**src/rtl/instr_decode.sv**
```systemverilog
// M-stage memory-instruction decoder: classifies the opcode as load/store/other
// and produces the data-memory write enable plus load and store sub-op codes.
module instr_decode (
  input  logic        clk,
  input  logic        reset,
  input  logic [31:0] instr,
  output logic        MemWrite,
  output logic [3:0]  DMLOp,
  output logic [3:0]  DMSOp,
  output logic        load,
  output logic        store
);

  localparam logic [5:0] OP_LW  = 6'b100011;
  localparam logic [5:0] OP_LB  = 6'b100000;
  localparam logic [5:0] OP_LBU = 6'b100100;
  localparam logic [5:0] OP_LH  = 6'b100001;
  localparam logic [5:0] OP_LHU = 6'b100101;
  localparam logic [5:0] OP_SW  = 6'b101011;
  localparam logic [5:0] OP_SH  = 6'b101001;
  localparam logic [5:0] OP_SB  = 6'b101000;

  localparam logic [3:0] DML_NONE = 4'd0;
  localparam logic [3:0] DML_LW   = 4'd1;
  localparam logic [3:0] DML_LB   = 4'd2;
  localparam logic [3:0] DML_LBU  = 4'd3;
  localparam logic [3:0] DML_LH   = 4'd4;
  localparam logic [3:0] DML_LHU  = 4'd5;

  localparam logic [3:0] DMS_NONE = 4'd0;
  localparam logic [3:0] DMS_SW   = 4'd1;
  localparam logic [3:0] DMS_SH   = 4'd2;
  localparam logic [3:0] DMS_SB   = 4'd3;

  logic [5:0] opcode;
  assign opcode = instr[31:26];

  // clk, reset and the operand fields are intentionally ignored; outputs depend
  // only on the opcode so the consumer sees them in the same cycle.
  logic unused_inputs;
  assign unused_inputs = &{1'b0, clk, reset, instr[25:0]};

  always_comb begin
    DMLOp = DML_NONE;
    DMSOp = DMS_NONE;
    case (opcode)
      OP_LW:   DMLOp = DML_LW;
      OP_LB:   DMLOp = DML_LB;
      OP_LBU:  DMLOp = DML_LBU;
      OP_LH:   DMLOp = DML_LH;
      OP_LHU:  DMLOp = DML_LHU;
      OP_SW:   DMSOp = DMS_SW;
      OP_SH:   DMSOp = DMS_SH;
      OP_SB:   DMSOp = DMS_SB;
      default: begin
        DMLOp = DML_NONE;
        DMSOp = DMS_NONE;
      end
    endcase
  end

  // A nonzero sub-op code is the classification; this keeps load/store exclusive.
  assign load     = (DMLOp != DML_NONE);
  assign store    = (DMSOp != DMS_NONE);
  assign MemWrite = store;

endmodule

```
**config.mk**
```make
export PLATFORM = sky130hd
export DESIGN_NAME = instr_decode
export DESIGN_NICKNAME = d
export VERILOG_FILES = /design/src/rtl/instr_decode.sv
export SDC_FILE = /design/constraint.sdc
export NUM_CORES = 1
export LEC_CHECK = 0
export CORE_AREA = 2 2 39 41
export DETAILED_ROUTE_END_ITERATION = 10
export DIE_AREA = 0 0 41 43
export PLACE_DENSITY = 0.69
export REMOVE_ABC_BUFFERS = 1
export SYNTH_ARGS = -nofsm -noshare
export SYNTH_HDL_FRONTEND = slang
export SYNTH_SLANG_ARGS = --single-unit
export TNS_END_PERCENT = 5
```
**constraint.sdc**
```tcl
create_clock -name vclk -period 1.5
set_clock_uncertainty 0.2 [all_clocks]
set_input_delay 0.45 -clock vclk [all_inputs]
set_output_delay 0.45 -clock vclk [all_outputs]
set_load 0.05 [all_outputs]
```
== Yosys cells after proc, flatten, opt, wreduce, memory -nomap -nowiden ==
Cells that the tools add are included.

* Bits in registers: 0
* Word-level logic and storage cells: 12

* Equality and inequality tests: 8
* Mux-type cells: 2
* Reductions and logical operators: 2

{| class="wikitable"
|+ Operators with widths
! cell !! number
|-
| 6-bit == test (second input constant) || 8
|-
| 3-bit one-hot mux with 5 select lines || 1
|-
| 4-bit nonzero test || 2
|-
| 2-bit one-hot mux with 3 select lines || 1
|}

== Logic depth before layout (Yosys ltp) ==
* Depth in word-level cells: 3
* Depth in mapped cells: 3

== Worst setup path before layout ==
OpenSTA, ideal clock, no wires.

* Kind: in2out
* Start point: in instr[27]
* End point: out DMSOp[1]
* Data arrival time: 2254 ps
* Data required time: 850 ps
* Setup slack: -1404 ps
* Cell stages on the path: 2
* Buffers on the path: 1
* Cell sequence: buf_2 -> nor4b_1

* Cells in the longest elaborated chain, start to end: 2
* Elaborated cells on any way between the ends: 4
* Those cells by class: eq/ne (3); mux (1)

{| class="wikitable"
|+ Ends and longest elaborated chain
! element !! RTL line !! source
|-
| start, declared || 6 || <nowiki>input logic [31:0] instr,</nowiki>
|-
| 6-bit == test || 46 || <nowiki>case (opcode)</nowiki>
|-
| 2-bit one-hot mux with 3 select lines (*) || 46 ||
|-
| end, declared || 9 || <nowiki>output logic [3:0] DMSOp,</nowiki>
|}

Mark *: on every way between the ends. The rest lies on a longest branch, timed or not.

== Worst setup path in the final report ==
* Start point: in instr[30]
* End point: out DMLOp[2]

* Cells in the longest elaborated chain, start to end: 2
* Elaborated cells on any way between the ends: 6
* Those cells by class: eq/ne (5); mux (1)

{| class="wikitable"
|+ Ends and longest elaborated chain
! element !! RTL line !! source
|-
| 6-bit == test || 46 ||
|-
| 3-bit one-hot mux with 5 select lines (*) || 46 ||
|-
| end, declared || 8 || <nowiki>output logic [3:0] DMLOp,</nowiki>
|}

Marks and branches as above.

==> results.json <==
{
  "outcome": "finished, violations left",
  "path_class": "primary input to output pin",
  "placedCellCount": 55,
  "grt_pass1_wl_microns": 890,
  "drtAntennaViolNets": 0,
  "final_core_utilization_pct": 37.34,
  "hp-class": "primary input to output pin",
  "final_layout_size_suffix_gt1_share_pct": 82.05,
  "postLayoutSetupSlackWorst_ns": -0.4413,
  "groute.usage.overall_pct": 7.000,
  "grt_pass1_vias": 214,
  "post_synth_num_cell_types": 13,
  "layout.nets": 75,
  "rows": 14,
  "drt_wl_total_microns": 667,
  "setup.worst_path.end_class": "output pin",
  "hold_violations": 0,
  "drv.max_cap_violation_count": 0,
  "drt-pass1-iter-count": 2,
  "clock_buffer_count": 0,
  "first_iter_violations": 1,
  "cts.repair_timing.setup_buffer_count": 0,
  "ys_top_cells_by_area": "sky130_fd_sc_hd__buf_4, sky130_fd_sc_hd__nand2b_1, sky130_fd_sc_hd__a21oi_1",
  "antenna_found_initial": 0,
  "worstSetupStartpointType": "primary input",
  "die_x_microns": 41,
  "place_congestion": 0.5596,
  "syn_avg_cell_area_sq_um": 6.554,
  "crit_path_max_fanout": 3,
  "core_footprint_sq_um": 1384,
  "timing.setup.tns_ns": -2.992,
  "area_fraction_of_the_dominant_cell_type_after_synthesis_pct": 21.82,
  "port-buffer-count": 14,
  "drc_errors": 0,
  "timing.final.crit_share_pct": 129.4,
  "sequential_cell_total": 0,
  "floorplan.initialDensity_pct": 9.946,
  "synth_warnings": 0,
  "power_leakage_uw": 0.0001985,
  "slew_viol_final": 0,
  "worst-endpoint-arrival_ns": 1.29,
  "unrepaired_setup_endpoints_after_global_routing": "true",
  "post_synth_most_frequent_cells": "sky130_fd_sc_hd__buf_4, sky130_fd_sc_hd__a21oi_1, sky130_fd_sc_hd__nand2b_1, sky130_fd_sc_hd__nor4_1",
  "final-seq-area_sq_um": 0,
  "total_power_uw": 129.9,
  "yosysSeqAreaShare_pct": 0,
  "dpl.hpwl_microns": 435.5,
  "die_y_microns": 43,
  "synthesis.area_sq_um": 137.6,
  "synth.most_common_cell": "sky130_fd_sc_hd__buf_4",
  "violations": "setup timing",
  "num_vias": 215,
  "fmaxAchievable_mhz": 515.1,
  "maximum_number_of_pins_on_one_net_before_global_route_repair": 9,
  "post-synth-top-area-cell": "sky130_fd_sc_hd__buf_4",
  "vias_per_cell": 3.909,
  "power-per-cell-area_nw_per_um2": 251.4,
  "count_of_hold_fix_buffers_inserted_at_cts": 0,
  "top_level_ports": 45,
  "fin_cells": 55,
  "area.growth.synth_to_final_pct": 275.5,
  "ir_drop_uv": 54.85,
  "floorplan.die_area_sq_um": 1763,
  "synth_cells": 21,
  "setup_viol": 8,
  "worst-endpoint-required_ns": 0.85,
  "antennaDiodeCount": 0,
  "wl_per_cell_microns": 12.13,
  "timing.final.crit_period_ns": 1.941,
  "globalRoute.totalOverflow": 0
}
[worst paths after layout]
kind  startpoint       end  slack (ns)  cells past startpoint
max    instr[30]  DMLOp[2]       -0.44                      5
min    instr[26]  DMLOp[1]        1.09                      4
[repair_timing]
item,in CTS,in global routing
resized for setup,47,6
endpoints found under the setup margin,8,8
cloned,0,0
hold endpoints to repair,0,0
pin swaps,5,4
[cell type report]
cell class | count | area (sq um)
multi-input combinational | 17 | 197.7
tap | 16 | 20.02
timing repair buffer | 21 | 295.3
fill | 137 | 867.1
inverter | 1 | 3.754
[kinds of logic (layout without fill, tap and decap cells)]
| kind of cell | after synthesis | after routing | share of synthesized area (%) |
|---|---|---|---|
| xor+xnor | 1 | 1 | 6.365 |
| compound gates | 3 | 3 | 10.91 |
| buf+inv | 6 | 22 | 28.18 |
| other cells | 1 | 3 | 2.725 |
| simple gates | 10 | 10 | 51.82 |
[through the flow]
step           hold WS (ns)  instance area (sq um)  setup WS [ns]
4_1_cts               1.091                  483.0        -0.4177
2_1_floorplan        0.8778                  110.1         -1.379
3_5_place_dp          1.498                  402.9        -0.8820
5_1_grt               1.101                  516.7        -0.4831
6_report              1.093                  516.7        -0.4413
3_3_place_gp          1.495                  402.9        -0.8540
[placed cells by master, fill, tap and decap left out, types with 2 or more instances in the layout]
master,instances
sky130_fd_sc_hd__buf_12,8
sky130_fd_sc_hd__nor4_4,2
sky130_fd_sc_hd__buf_6,6
sky130_fd_sc_hd__nand2b_1,2
sky130_fd_sc_hd__buf_4,4
sky130_fd_sc_hd__a21oi_4,2
sky130_fd_sc_hd__buf_8,2
sky130_fd_sc_hd__conb_1,3
[where the power goes]
| part | switching, uW | total, uW | internal, uW |
|---|---|---|---|
| sequential | 0 | 0 | 0 |
| clock | 0 | 0 | 0 |
| combinational | 70.9 | 130 | 59.0 |
| total | 70.9 | 130 | 59.0 |
[critical path, cell delays in order]
cell and delay [ns]:
sky130_fd_sc_hd__buf_8 0.10, sky130_fd_sc_hd__nand2b_4 0.16, sky130_fd_sc_hd__nor4_4 0.29, sky130_fd_sc_hd__buf_4 0.16
sky130_fd_sc_hd__buf_12 0.12
[layer usage]
metal | wire length, microns | global-route usage [%]
met5 | 0 | 0
met4 | 0 | 0
met1 | 178 | 5.397
met2 | 429 | 16.25
met3 | 59 | 0.5236
Power figures use the tool's default switching activity.
